**src/rtl/adder_arbiter_pkg.sv**
```systemverilog
// Shared types and constants for the two-requester adder arbiter and its adder.
package adder_arbiter_pkg;

    localparam int DATA_W = 32;
    localparam int ID_W   = 1;

    typedef logic [ID_W-1:0] req_id_t;

    typedef enum logic [1:0] {
        ST_IDLE = 2'd0,
        ST_EXEC = 2'd1,
        ST_RESP = 2'd2
    } state_t;

endpackage

```
**src/rtl/adder32bit.sv**
```systemverilog
// Combinational 32-bit add/subtract. en selects a - b by inverting b and adding en.
module adder32bit
    import adder_arbiter_pkg::*;
(
    input  logic [DATA_W-1:0] a,
    input  logic [DATA_W-1:0] b,
    input  logic              en,
    input  logic              carry_in,
    output logic [DATA_W-1:0] sum,
    output logic              carry_out,
    output logic              ovf
);

    logic [DATA_W-1:0] b_eff;
    logic [DATA_W:0]   total;

    always_comb begin
        b_eff     = en ? ~b : b;
        total     = {1'b0, a} + {1'b0, b_eff}
                  + {{DATA_W{1'b0}}, en} + {{DATA_W{1'b0}}, carry_in};
        sum       = total[DATA_W-1:0];
        // For subtraction bit 32 is the inverted borrow, i.e. 1 when a >= b.
        carry_out = total[DATA_W];
        ovf       = (a[DATA_W-1] == b_eff[DATA_W-1]) && (sum[DATA_W-1] != a[DATA_W-1]);
    end

endmodule

```
**src/rtl/adder_arbiter.sv**
```systemverilog
// Round-robin arbiter sharing one adder between two requesters, one operation in flight.
module adder_arbiter
    import adder_arbiter_pkg::*;
(
    input  logic              clk,
    input  logic              rst_n,

    input  logic              req0_valid,
    output logic              req0_ready,
    input  logic [DATA_W-1:0] req0_a,
    input  logic [DATA_W-1:0] req0_b,
    input  logic              req0_sub,

    input  logic              req1_valid,
    output logic              req1_ready,
    input  logic [DATA_W-1:0] req1_a,
    input  logic [DATA_W-1:0] req1_b,
    input  logic              req1_sub,

    output logic              rsp0_valid,
    input  logic              rsp0_ready,
    output logic [DATA_W-1:0] rsp0_data,
    output logic              rsp0_carry,
    output logic              rsp0_ovf,

    output logic              rsp1_valid,
    input  logic              rsp1_ready,
    output logic [DATA_W-1:0] rsp1_data,
    output logic              rsp1_carry,
    output logic              rsp1_ovf
);

    state_t            state_q, state_d;
    req_id_t           last_q, last_d;
    req_id_t           id_q, id_d;
    logic [DATA_W-1:0] a_q, a_d;
    logic [DATA_W-1:0] b_q, b_d;
    logic              sub_q, sub_d;
    logic [DATA_W-1:0] data_q, data_d;
    logic              carry_q, carry_d;
    logic              ovf_q, ovf_d;

    logic              grant_any;
    req_id_t           grant_id;
    logic              rsp_fire;
    logic [DATA_W-1:0] sum;
    logic              sum_carry;
    logic              sum_ovf;

    adder32bit u_adder (
        .a         (a_q),
        .b         (b_q),
        .en        (sub_q),
        .carry_in  (1'b0),
        .sum       (sum),
        .carry_out (sum_carry),
        .ovf       (sum_ovf)
    );

    always_comb begin
        state_d    = state_q;
        last_d     = last_q;
        id_d       = id_q;
        a_d        = a_q;
        b_d        = b_q;
        sub_d      = sub_q;
        data_d     = data_q;
        carry_d    = carry_q;
        ovf_d      = ovf_q;
        req0_ready = 1'b0;
        req1_ready = 1'b0;
        rsp0_valid = 1'b0;
        rsp1_valid = 1'b0;
        rsp_fire   = 1'b0;

        grant_any = req0_valid | req1_valid;
        // Under contention the requester not granted last time wins.
        if (req0_valid && req1_valid) begin
            grant_id = ~last_q;
        end else if (req1_valid) begin
            grant_id = 1'b1;
        end else begin
            grant_id = 1'b0;
        end

        case (state_q)
            ST_IDLE: begin
                if (grant_any) begin
                    req0_ready = (grant_id == 1'b0);
                    req1_ready = (grant_id == 1'b1);
                    a_d        = (grant_id == 1'b1) ? req1_a   : req0_a;
                    b_d        = (grant_id == 1'b1) ? req1_b   : req0_b;
                    sub_d      = (grant_id == 1'b1) ? req1_sub : req0_sub;
                    id_d       = grant_id;
                    last_d     = grant_id;
                    state_d    = ST_EXEC;
                end
            end
            ST_EXEC: begin
                data_d  = sum;
                carry_d = sum_carry;
                ovf_d   = sum_ovf;
                state_d = ST_RESP;
            end
            ST_RESP: begin
                rsp0_valid = (id_q == 1'b0);
                rsp1_valid = (id_q == 1'b1);
                rsp_fire   = (rsp0_valid & rsp0_ready) | (rsp1_valid & rsp1_ready);
                if (rsp_fire) begin
                    state_d = ST_IDLE;
                end
            end
            default: begin
                state_d = ST_IDLE;
            end
        endcase
    end

    always_ff @(posedge clk or negedge rst_n) begin
        if (!rst_n) begin
            state_q <= ST_IDLE;
            last_q  <= 1'b1;
            id_q    <= 1'b0;
            a_q     <= '0;
            b_q     <= '0;
            sub_q   <= 1'b0;
            data_q  <= '0;
            carry_q <= 1'b0;
            ovf_q   <= 1'b0;
        end else begin
            state_q <= state_d;
            last_q  <= last_d;
            id_q    <= id_d;
            a_q     <= a_d;
            b_q     <= b_d;
            sub_q   <= sub_d;
            data_q  <= data_d;
            carry_q <= carry_d;
            ovf_q   <= ovf_d;
        end
    end

    // Result registers are shared; only the matching rspN_valid qualifies them.
    assign rsp0_data  = data_q;
    assign rsp0_carry = carry_q;
    assign rsp0_ovf   = ovf_q;
    assign rsp1_data  = data_q;
    assign rsp1_carry = carry_q;
    assign rsp1_ovf   = ovf_q;

endmodule

```
**config.mk**
```make
export PLATFORM = sky130hd
export DESIGN_NAME = adder_arbiter
export DESIGN_NICKNAME = d
export VERILOG_FILES = /design/src/rtl/adder_arbiter_pkg.sv /design/src/rtl/adder32bit.sv /design/src/rtl/adder_arbiter.sv
export SDC_FILE = /design/constraint.sdc
export NUM_CORES = 1
export LEC_CHECK = 0
export BUFFER_PORTS_ARGS = -buffer_cell sky130_fd_sc_hd__buf_2
export CAP_MARGIN = 5
export CORE_ASPECT_RATIO = 0.7
export CORE_MARGIN = 3
export CORE_UTILIZATION = 57
export DETAILED_ROUTE_END_ITERATION = 6
export MAX_ROUTING_LAYER = met4
export PLACE_DENSITY = 0.93
export SLEW_MARGIN = 20
export SYNTH_ARGS = -nofsm -noshare
export SYNTH_HDL_FRONTEND = slang
export SYNTH_HIERARCHICAL = 1
export SYNTH_SLANG_ARGS = --single-unit
```
**constraint.sdc**
```tcl
create_clock -name clk -period 6.3 [get_ports clk]
set_clock_uncertainty 0.1 [all_clocks]
set_input_delay 1.26 -clock clk [delete_from_list [all_inputs] [get_ports clk]]
set_output_delay 1.26 -clock clk [all_outputs]
set_load 0.005 [all_outputs]
```
# Word-level counts from Yosys, hierarchy flattened
# Index checks and enable logic that the tools add are counted.
# Widths: inputs -> output; s select.
dict set report totals {
  register_bits 103
}
dict set report classes {
  add_sub_neg 2
  n_eq_ne 6
  mux 15
  n_bitwise 8
  reduce_logical 5
}
# cell n
set ops {}
lappend ops {{$mux 32} 3}
lappend ops {{$add 32x32->33} 1}
lappend ops {{$add 33x1->33} 1}
lappend ops {{$not 32->32} 1}
lappend ops {{$mux 1} 9}
lappend ops {{$pmux 2 s3} 1}
lappend ops {{$mux 2} 2}
lappend ops {{$ne 2x2->1 const B} 2}
lappend ops {{$reduce_and 2->1} 2}
lappend ops {{$not 1->1} 3}
lappend ops {{$and 1x1->1} 2}
lappend ops {{$eq 2x1->1 const B} 1}
lappend ops {{$eq 2x2->1 const B} 1}
lappend ops {{$logic_and 1x1->1} 2}
lappend ops {{$logic_not 2->1} 1}
lappend ops {{$or 1x1->1} 2}
lappend ops {{$eq 1x1->1} 1}
lappend ops {{$ne 1x1->1} 1}

# Longest topological paths before layout
dict set report logic_depth {
  ltp_word 6
  depth_mapped 14
  mapped_depth_nobuf 11
}

# By module
# The synthesis kept the hierarchy.
# module n_inst cells_each area_each_um2 seq_area_each_um2
set modules_own_cells {}
lappend modules_own_cells {adder_arbiter 1 396 4635.7 2578.7}
lappend modules_own_cells {adder32bit 1 325 2499.9 0.0}

# Least setup slack after synthesis
# No wires, ideal clock.
dict set report synth_path {
  kind {register to register}
  startpoint {reg sub_q}
  endpoint {reg data_q[30] (netlist: rsp0_data[30])}
  setup_ns 0.125
  t_arrival_ns 3.407
  t_required_ns 6.075
  setup_slack_ns 2.669
  stages_incl_launch_ff 14
  synth_period_minus_slack_ns 3.631
  cell_sequence {dfrtp_1 clkbuf_1 clkbuf_1 xor2_1 ha_1 fa_1 a21oi_1 o211ai_1 a21oi_1 o21ai_0 a41oi_1 o221ai_1 xor2_1 mux2_2}
}
dict set report synth_via {
  elab_chain_len 3
}
# element line_no
set synth_lines {}
lappend synth_lines {{start: declaration} adder_arbiter.sv:38} ;# logic sub_q, sub_d;
lappend synth_lines {{start signal: assignment} adder_arbiter.sv:136} ;# sub_q <= sub_d;
lappend synth_lines {{$mux 32} adder32bit.sv:18} ;# b_eff = en ? ~b : b;
lappend synth_lines {{$add 32x32->33} adder32bit.sv:19} ;# total = {1'b0, a} + {1'b0, b_eff}
lappend synth_lines {{$add 33x1->33 *} adder32bit.sv:20} ;# + {{DATA_W{1'b0}}, en} + {{DATA_W{1'b0}}, carry_in};
lappend synth_lines {{named net sum[30]} adder_arbiter.sv:46} ;# logic [DATA_W-1:0] sum;
lappend synth_lines {{end signal: assignment} adder_arbiter.sv:137} ;# data_q <= data_d;
lappend synth_lines {{end: declaration} adder_arbiter.sv:39} ;# logic [DATA_W-1:0] data_q, data_d;
# Mark *: on every way through the listed nets, which the timed path passes. The rest lies on a longest branch.
# A chain may end at the register's enable or synchronous reset.

# Final worst setup path
# Ends and elaborated chain as after synthesis.

==> flow_metrics.env <==
export IMPL_cts_buffers=9
export IMPL_yosys_warnings=6
export IMPL_fp_row_count=33
export IMPL_place_area_sq_um=7920
export IMPL_clk_latency_ns=0.35
export IMPL_grt_ovfl_total=0
export IMPL_postCtsSetupBuffers=0
export IMPL_syn_to_final_growth_pct=15.1
export IMPL_n_fill_cell=954
export IMPL_cts_tree="yes"
export IMPL_cp_data_arrival_time_ns=4.49
export IMPL_postSynthNetCount=921
export IMPL_drt_total_wl_mm=19.6
export IMPL_seqCellArea_sq_um=2580
export IMPL_drv_slew=0
export IMPL_wl_per_cell_um=19.1
export IMPL_hold_viol=0
export IMPL_layout_min_cycle_time_ns=4.36
export IMPL_tightest_slew_ns=0.873
export IMPL_min_path_type="reg2reg"
export IMPL_outcome="completed"
export IMPL_nets=1061
export IMPL_core_area_sq_um=12000
export IMPL_synth_edf_count=0
export IMPL_dp_cells=1007
export IMPL_max_slew_margin_rel_pct=41.7
export IMPL_numPortBuffers=207
export IMPL_synth_top_area_share_pct=35.8
export IMPL_netlist_area_sq_um=7140
export IMPL_period_share_pct=69.2
export IMPL_final_cell_mix="206 x buf_2, 102 x dfrtp_1, 63 x ha_1"
export IMPL_syn_inst=721
export IMPL_fp_dieH_um=99.6
export IMPL_path_class="reg2reg"
export IMPL_grt_pass1_wl_mm=31.1
export IMPL_cts_buffer_depth=2
export IMPL_io_pins=208
export IMPL_multi_input_area_sq_um=4030
export IMPL_die_area_sq_um=13900
export IMPL_synth_seq_area_share_pct=36.1
export IMPL_final_cell_area_sq_um=8210
export IMPL_synth_top_area_cell="dfrtp_1"
export IMPL_cp_max_fo=24
export IMPL_drive_gt1_share_pct=32.1
export IMPL_grt_pass1_vias=5723
export IMPL_crit_required_ns=6.44
export IMPL_globalplace_congestion=0.989
export IMPL_antenna_found_initial=3
export IMPL_yosysUniqueCellTypes=57
export IMPL_synthArstFlopShare_pct=100
export IMPL_rsz0062_at_grt="false"
export IMPL_syn_avg_cell_area_sq_um=9.90
export IMPL_layoutNonFillerInstCount=1026
export IMPL_grt_max_degree=64
export IMPL_cts_resized=0
export IMPL_fin_tns_setup_ns=0
export IMPL_initial_utilization_pct=59.6
export IMPL_ys_ff_latch=103
export IMPL_place_hpwl_mm=15.3
export IMPL_dr_pass1_iters=6
export IMPL_holdBufCountCts=0
export IMPL_vias=6248
export IMPL_fmax_mhz=229
export IMPL_layout_commonest_cell="buf_2"
export IMPL_routed_via_density=6.09
export IMPL_drt_iter0_markers=500
export IMPL_track_usage_pct=28.8
export IMPL_drc=0
export IMPL_synthTopCellsByArea="dfrtp_1 36%, ha_1 11%, a221o_1 6.2%"
export IMPL_clkTransAtPathRegs_ns=0.08
export IMPL_endpoint_kind="flip-flop"
export IMPL_die_x_um=140
export IMPL_synthFlopType="dfrtp_1"
export IMPL_cts_root_buf="clkbuf_16"
export IMPL_max_cap_violations=0
export IMPL_setup_violations=0
export IMPL_start_kind="flip-flop"
export IMPL_clkSinkCount=103
export IMPL_ant_nets=0
export IMPL_h_tree_depth=3
final timing paths:
check,slack [ns],start,depth (start not counted),end
worst min-delay path,0.42,rsp0_data[1],1,rsp0_data[1]
min in group asynchronous,0.79,rst_n,1,a_q[11]
max in group asynchronous,4.16,rst_n,2,state_q[0]
worst min register to register,0.42,rsp0_data[1],1,rsp0_data[1]
worst max register to register,1.94,sub_q,12,rsp0_data[30]
worst max-delay path,1.94,sub_q,12,rsp0_data[30]
cell usage after synthesis, drive strengths merged, types with 4 or more instances:
cell type / n
dfrtp: 102
ha: 63
nand2: 63
a21oi: 61
buf: 59
and3: 50
a221o: 44
xor2: 43
mux2: 36
a31oi: 25
clkbuf: 24
xnor2: 20
nor2: 16
o21ai: 15
a21o: 13
inv: 10
nand4: 9
nand3: 7
o21bai: 7
nor3: 5
a211oi: 4
a21boi: 4
a41oi: 4
routing by layer:
metal | up-vias | track usage (%) | share of wire [%]
li1 | 2916 | - | -
met1 | 2976 | 44.5 | 47
met2 | 344 | 39.2 | 41
met3 | 12 | 6.20 | 11
met4 | 0 | 4.99 | 0.79
met5 | - | - | 0
registers in the layout, summed over array words and instances, names as in the netlist:
register and cells:
sub_q 1, last_q 1, a_q 32, b_q 32, rsp0_carry 1, rsp0_ovf 1, state_q 2, rsp0_data 32
id_q 1
layout make-up:
type | count | area share [%]
Tap cell | 157 | 2.39
Multi-Input combinational cell | 525 | 49.1
Clock buffer | 10 | 2.79
Clock inverter | 6 | 0.701
Timing Repair Buffer | 212 | 13.1
Sequential cell | 103 | 31.4
Antenna cell | 3 | 0.0914
Inverter | 10 | 0.457
kinds of logic after synthesis:
| group | after synthesis | synth area share [%] |
|---|---|---|
| AOI/OAI and AO/OA | 193 | 19.3 |
| xor gates and xnor gates | 63 | 7.73 |
| adders and majority gates | 64 | 11.3 |
| buffers and inverters | 93 | 7.59 |
| DFF | 103 | 36.1 |
| muxes | 37 | 5.82 |
| other | 1 | 0.0526 |
| and+or+nand+nor | 167 | 12.0 |
through the flow:
step | worst slack (ns) | hold WS (ns) | utilization (%)
after detailed placement | 2.02 | 0.408 | 66.1
after floorplan | 2.67 | 0.387 | -
after global placement | 2.07 | 0.401 | 66.1
final | 1.94 | 0.418 | 68.6
after global routing | 1.60 | 0.441 | 68.6
after CTS | 2.00 | 0.424 | 68.5
critical path, stage by stage, from the launching register on:
cell and delay, ns:
dfrtp_1 0.63, buf_4 0.44, xor2_1 0.20, ha_1 0.25, ha_1 0.36, a21oi_1 0.48
o211ai_1 0.26, a21oi_1 0.26, o21ai_0 0.17, a41oi_1 0.46, o221ai_1 0.19, xor2_1 0.17
mux2_2 0.27
Power is left out: the tool's default activity adds up to more than one toggle a clock period on the data nets, which glitch-free logic cannot reach.
